**src/rtl/npc_exec_sequencer.sv**
```systemverilog
// npc_exec_sequencer: multi-cycle fetch/execute/memory/writeback control FSM
// for the NPC core. Every output is a flop loaded from the next-state decode,
// so no input reaches an output combinationally.
// Optional feature macro: NPC_SEQ_PERF_EN adds the perf_cycles and perf_instret
// counters.
module npc_exec_sequencer #(
    parameter int unsigned INST_W      = 32,
    parameter int unsigned MICRO_LEN   = 10,
    parameter int unsigned TIMEOUT_CYC = 255
) (
    input  logic              clk,
    input  logic              rst,
    output logic              ifu_req_valid,
    input  logic              ifu_req_ready,
    input  logic              ifu_rsp_valid,
    input  logic [INST_W-1:0] ifu_rsp_inst,
    output logic [INST_W-1:0] inst_q,
    input  logic [MICRO_LEN-1:0] micro_cmd,
    input  logic              dec_ebreak,
    output logic              lsu_req_valid,
    input  logic              lsu_req_ready,
    output logic              lsu_we,
    output logic [1:0]        lsu_size,
    input  logic              lsu_rsp_valid,
    output logic              reg_wen,
    output logic              pc_wen,
    output logic              pc_sel,
    output logic              halted,
    output logic              bus_err
`ifdef NPC_SEQ_PERF_EN
    ,
    output logic [63:0]       perf_cycles,
    output logic [63:0]       perf_instret
`endif
);

    localparam int unsigned CNT_W     = 8;
    localparam int unsigned REGEN_BIT = 9;
    localparam int unsigned PCJEN_BIT = 8;
    localparam int unsigned MWEN_HI   = 6;
    localparam int unsigned MWEN_LO   = 5;
    localparam int unsigned MREN_HI   = 4;
    localparam int unsigned MREN_LO   = 3;

    typedef enum logic [2:0] {
        S_FETCH = 3'd0,
        S_IWAIT = 3'd1,
        S_EXEC  = 3'd2,
        S_MEM   = 3'd3,
        S_MWAIT = 3'd4,
        S_WB    = 3'd5,
        S_HALT  = 3'd6
    } state_e;

    state_e               state_q, state_d;
    logic [INST_W-1:0]    inst_d;
    logic [MICRO_LEN-1:0] micro_q, micro_d;
    logic [CNT_W-1:0]     cnt_q, cnt_d, cnt_inc;
    logic                 timeout;
    logic                 is_store_d;
    logic                 is_mem_cmd;

    logic                 ifu_req_valid_q, ifu_req_valid_d;
    logic                 lsu_req_valid_q, lsu_req_valid_d;
    logic                 lsu_we_q, lsu_we_d;
    logic [1:0]           lsu_size_q, lsu_size_d;
    logic                 reg_wen_q, reg_wen_d;
    logic                 pc_wen_q, pc_wen_d;
    logic                 pc_sel_q, pc_sel_d;
    logic                 halted_q, halted_d;
    logic                 bus_err_q, bus_err_d;

    // Next-state, latch and timeout logic; output flops load the decode of the next state.
    always_comb begin
        state_d   = state_q;
        inst_d    = inst_q;
        micro_d   = micro_q;
        bus_err_d = bus_err_q;
        cnt_d     = cnt_q;
        cnt_inc   = (cnt_q == {CNT_W{1'b1}}) ? cnt_q : cnt_q + CNT_W'(1);
        timeout   = (cnt_inc >= CNT_W'(TIMEOUT_CYC));
        is_mem_cmd = (micro_cmd[MWEN_HI:MWEN_LO] != 2'b00) ||
                     (micro_cmd[MREN_HI:MREN_LO] != 2'b00);

        case (state_q)
            S_FETCH: begin
                if (ifu_req_ready) begin
                    state_d = S_IWAIT;
                end else if (timeout) begin
                    state_d   = S_HALT;
                    bus_err_d = 1'b1;
                end
            end
            S_IWAIT: begin
                if (ifu_rsp_valid) begin
                    inst_d  = ifu_rsp_inst;
                    state_d = S_EXEC;
                end else if (timeout) begin
                    state_d   = S_HALT;
                    bus_err_d = 1'b1;
                end
            end
            S_EXEC: begin
                micro_d = micro_cmd;
                if (dec_ebreak) begin
                    state_d = S_HALT;
                end else if (is_mem_cmd) begin
                    state_d = S_MEM;
                end else begin
                    state_d = S_WB;
                end
            end
            S_MEM: begin
                if (lsu_req_ready) begin
                    state_d = S_MWAIT;
                end else if (timeout) begin
                    state_d   = S_HALT;
                    bus_err_d = 1'b1;
                end
            end
            S_MWAIT: begin
                if (lsu_rsp_valid) begin
                    state_d = S_WB;
                end else if (timeout) begin
                    state_d   = S_HALT;
                    bus_err_d = 1'b1;
                end
            end
            S_WB:    state_d = S_FETCH;
            S_HALT:  state_d = S_HALT;
            default: state_d = S_FETCH;
        endcase

        // Counter restarts on any state change and only runs while waiting on a bus.
        if (state_d != state_q) begin
            cnt_d = '0;
        end else if ((state_q == S_FETCH) || (state_q == S_IWAIT) ||
                     (state_q == S_MEM)   || (state_q == S_MWAIT)) begin
            cnt_d = cnt_inc;
        end

        // A store wins over a load when both fields are set.
        is_store_d      = (micro_d[MWEN_HI:MWEN_LO] != 2'b00);
        ifu_req_valid_d = (state_d == S_FETCH);
        lsu_req_valid_d = (state_d == S_MEM);
        lsu_we_d        = (state_d == S_MEM) && is_store_d;
        lsu_size_d      = 2'b00;
        if (state_d == S_MEM) begin
            lsu_size_d = is_store_d ? micro_d[MWEN_HI:MWEN_LO] : micro_d[MREN_HI:MREN_LO];
        end
        reg_wen_d = (state_d == S_WB) && micro_d[REGEN_BIT];
        pc_wen_d  = (state_d == S_WB);
        pc_sel_d  = (state_d == S_WB) && micro_d[PCJEN_BIT];
        halted_d  = (state_d == S_HALT);
    end

    // State, datapath latches and registered outputs; reset value matches the FETCH decode.
    always_ff @(posedge clk) begin
        if (rst) begin
            state_q         <= S_FETCH;
            inst_q          <= '0;
            micro_q         <= '0;
            cnt_q           <= '0;
            ifu_req_valid_q <= 1'b1;
            lsu_req_valid_q <= 1'b0;
            lsu_we_q        <= 1'b0;
            lsu_size_q      <= 2'b00;
            reg_wen_q       <= 1'b0;
            pc_wen_q        <= 1'b0;
            pc_sel_q        <= 1'b0;
            halted_q        <= 1'b0;
            bus_err_q       <= 1'b0;
        end else begin
            state_q         <= state_d;
            inst_q          <= inst_d;
            micro_q         <= micro_d;
            cnt_q           <= cnt_d;
            ifu_req_valid_q <= ifu_req_valid_d;
            lsu_req_valid_q <= lsu_req_valid_d;
            lsu_we_q        <= lsu_we_d;
            lsu_size_q      <= lsu_size_d;
            reg_wen_q       <= reg_wen_d;
            pc_wen_q        <= pc_wen_d;
            pc_sel_q        <= pc_sel_d;
            halted_q        <= halted_d;
            bus_err_q       <= bus_err_d;
        end
    end

    assign ifu_req_valid = ifu_req_valid_q;
    assign lsu_req_valid = lsu_req_valid_q;
    assign lsu_we        = lsu_we_q;
    assign lsu_size      = lsu_size_q;
    assign reg_wen       = reg_wen_q;
    assign pc_wen        = pc_wen_q;
    assign pc_sel        = pc_sel_q;
    assign halted        = halted_q;
    assign bus_err       = bus_err_q;

`ifdef NPC_SEQ_PERF_EN
    logic [63:0] perf_cycles_q, perf_cycles_d;
    logic [63:0] perf_instret_q, perf_instret_d;

    // Cycle and retired-instruction counters, frozen once halted.
    always_comb begin
        perf_cycles_d  = perf_cycles_q;
        perf_instret_d = perf_instret_q;
        if (state_q != S_HALT) begin
            perf_cycles_d = perf_cycles_q + 64'd1;
        end
        if (state_q == S_WB) begin
            perf_instret_d = perf_instret_q + 64'd1;
        end
    end

    // Performance counter registers.
    always_ff @(posedge clk) begin
        if (rst) begin
            perf_cycles_q  <= '0;
            perf_instret_q <= '0;
        end else begin
            perf_cycles_q  <= perf_cycles_d;
            perf_instret_q <= perf_instret_d;
        end
    end

    assign perf_cycles  = perf_cycles_q;
    assign perf_instret = perf_instret_q;
`endif

endmodule

```
**config.mk**
```make
export PLATFORM = sky130hd
export DESIGN_NAME = npc_exec_sequencer
export DESIGN_NICKNAME = d
export VERILOG_FILES = /design/src/rtl/npc_exec_sequencer.sv
export SDC_FILE = /design/constraint.sdc
export NUM_CORES = 1
export LEC_CHECK = 0
export ABC_AREA = 1
export BUFFER_PORTS_ARGS = -buffer_cell sky130_fd_sc_hd__buf_2
export CORE_MARGIN = 2
export CORE_UTILIZATION = 44
export DETAILED_ROUTE_END_ITERATION = 12
export PLACE_DENSITY = 0.73
export SLEW_MARGIN = 20
export SYNTH_ARGS = -nofsm -noshare
export SYNTH_HDL_FRONTEND = slang
export SYNTH_SLANG_ARGS = --single-unit
```
**constraint.sdc**
```tcl
create_clock -name clk -period 1.7 [get_ports clk]
set_input_delay 0.255 -clock clk [delete_from_list [all_inputs] [get_ports clk]]
set_output_delay 0.255 -clock clk [all_outputs]
set_load 0.02 [all_outputs]
```
==> impl_metrics.ini <==
[status]
status = finished with violations
violations = negative setup slack

[detailed_routing]
vias_per_cell = 4.85
wirelength_mm = 6.73
drc = 0
wire_per_inst_um = 12.5
vias = 2598
dr.pass1.iters = 4
ant_nets = 0
drt_iter0_markers = 100

[power]
ir_worst_vdd_v = 0.000885
p_leak_nw = 1.78
power.density_nw_per_um2 = 1690
total_power_mw = 6.08

[worst_setup_path]
r2r-start = cnt_q[1]
r2r_end = cnt_q[0]
crit_path_end = cnt_q[0]
critPathBufInv = 1
path_depth = 16
crit_path_end_kind = flop
worst_ep_arrival_time_ns = 2.21
reg2regPathDepth = 16
reg2reg_slack_ns = -0.26
cpMostUsedCell = nand2_2
required_ns = 1.95
worst_setup_path_start_kind = flop
crit_family = simple AND/OR/NAND/NOR gates
critical_path_class = reg -> reg
crit_path_start = cnt_q[1]
worst-path-max-fanout = 8
cp_slowest_cell = dfxtp_2
worst_path_largest_cell_delay_ns = 0.36
crit_chain = ha_4, nand2_4, buf_4, o21ai_2, nand2_1, nand2_2, nand2_2, nor2_4, nand2_2, nand2_1, nand2_1, nand2_2, nand2_4, nand2_4, nand2_8, nor3_2

[timing]
finalCritPeriodShare_pct = 115
period_minus_slack_ns = 1.96
whs_ns = 0.143
tightest_slew_ns = 0.347
slew_viol_final = 0
grt_setup_unrepaired = true
skew_ns = 0.00734
setup_viol = 19
worst_slack_ns = -0.258
fin_tns_setup_ns = -3.66
hold_viol_final = 0
relSlewSlack_pct = 76.7
max_freq_mhz = 511

[cells_and_area]
fillers = 490
fin_area_um2 = 3600
antenna_cells = 0
final_core_util_pct = 65.5
nNetsFinal = 509
drive_gt1_share_pct = 39.9
syn_to_final_growth_pct = 43.0
final_cells = 536

[yosys]
yosysSeqAreaShare_pct = 46.8
postSynthCellCount = 345
yosysWarnings = 0
synth.distinct_cells = 27
syn_avg_cell_area_um2 = 7.31
synth_top_area_share_pct = 46.8
syn_nets = 395
syn_area_um2 = 2520
synthTopCellsByArea = dfxtp_1 47%, nor2_1 14%, o21ai_0 8.7%, nand2_1 7.1%, inv_1 4.6%
synth.largest_area_cell = dfxtp_1
synth_seq_cells = 59

[die]
start_util_pct = 45.8
dieArea_um2 = 6350
die_h_um = 79.7
core-area_um2 = 5510
rows = 27
die_w_um = 79.7
ioPinCount = 91

[cts]
cts_max_level = 3
numCtsBuffers = 9
clk-insertion-delay-late_ns = 0.33
path_clk_slew_ns = 0.07
cts_sinks = 59
clock_path_buffers = 2
cts-root-buf = clkbuf_8
cts_tree = done
cts_hold_buf = 0

[grt]
grt_pass1_wl_mm = 10.6
antenna_found_initial = 0
grt_util_all_layers_pct = 21.4
grt_max_degree = 33
overflow = 0
first_global_vias = 2577

[min_path]
hp-class = in -> reg
min_from = ifu_rsp_inst[17]

[placed_design]
port_buffers = 86
place_area_um2 = 3220
globalplace.congestion = 0.813
dp_cells = 518
dp_slack_ns = -0.368
dp_hpwl_mm = 4.58

[flow_run]
drv_cap = 0
## cell type report
type / count / area [um2] / share of cell area (%)
multi-input combinational: 244 / 1360 / 37.6
clock buffer: 9 / 124 / 3.44
clock inverter: 7 / 77.6 / 2.15
sequential: 59 / 1180 / 32.9
tap: 72 / 90.1 / 2.50
timing repair buffer: 114 / 657 / 18.2
inverter: 31 / 116 / 3.23
## synthesized netlist by cell type, drive strengths merged
cell type  count
clkbuf        11
inv           31
nand2         54
nand4          2
or2            3
nand3         16
xor2           2
nor2          95
mux2i          2
a211oi         1
xnor2          1
o2111ai        1
a22o           1
buf            1
dfxtp         59
o211ai         1
a21oi          6
ha             1
o21ai         45
nor3          12
## worst reg2reg max path, cell delays in order (launching register included)
cell and delay, ns:
dfxtp_2 0.36, ha_4 0.15, nand2_4 0.06, buf_4 0.14, o21ai_2 0.13, nand2_1 0.08
nand2_2 0.08, nand2_2 0.07, nor2_4 0.11, nand2_2 0.08, nand2_1 0.08, nand2_1 0.06
nand2_2 0.10, nand2_4 0.09, nand2_4 0.09, nand2_8 0.09, nor3_2 0.11
## repair_timing
item	in CTS	in global routing
setup buffers	0	1
gates cloned	1	0
pin swaps	6	7
endpoints found under the setup margin	20	21
gates resized for setup	15	25
## flip-flops by register name, summed over array words and instances, names as in the netlist
signal and count:
ifu_req_valid 1, lsu_we 1, pc_wen 1, reg_wen 1, lsu_size 2, bus_err 1
state_q 3, pc_sel 1, micro_q 6, halted 1, lsu_req_valid 1, inst_q 32
cnt_q 8
## where the power goes
part	total, mW	internal [mW]	switching (mW)
Sequential	1.92	1.75	0.172
Combinational	2.89	1.08	1.81
Clock	1.27	0.683	0.587
Total	6.08	3.51	2.57
## how the worst min path moves through the flow
stage / endpoint / depth (start not counted) / slack (ns)
final: inst_q[17] / 3 / 0.14
after global routing: inst_q[15] / 3 / 0.14
after CTS: inst_q[17] / 3 / 0.14
after detailed placement: bus_err / 2 / 0.47
after global placement: bus_err / 2 / 0.44
after floorplan: state_q[1] / 1 / 0.32
## cells in the final DEF, fill, tap and decap left out, types with 2 or more instances in the layout
cell and count:
buf_2 86, nor2_1 85, dfxtp_1 56, o21ai_0 41
nand2_1 37, inv_1 29, buf_4 26, nand3_1 12
nand2_2 11, clkbuf_8 9, nor3_2 8, nor2_4 6
nand2_4 5, nor2_2 4, a21oi_1 4, clkinvlp_4 4
or2_2 3, nor3_1 3, dfxtp_2 3, mux2i_1 2
o21ai_1 2, nand3_2 2, nand3_4 2, o21ai_2 2
a21oi_2 2, nand4_1 2, nand2_8 2, inv_2 2
## kinds of logic (layout without fill, tap and decap cells)
family	after synthesis	in the layout	synth area share, %
compound gates	55	55	11.6
xor+xnor	3	3	1.04
fa+ha+maj	1	1	0.496
buf+inv	43	161	6.70
flops	59	59	46.8
mux	2	2	0.794
simple gates	182	183	32.6
## per-layer routing
metal  share of wire [%]  GRT usage, %  up-vias
met5                   0             0        -
met4                 1.3          10.5        0
met3                 6.7          5.43       11
met2                  49          35.5       81
met1                  43          25.6     1181
li1                    -             -     1325
Power figures use the tool's default switching activity.
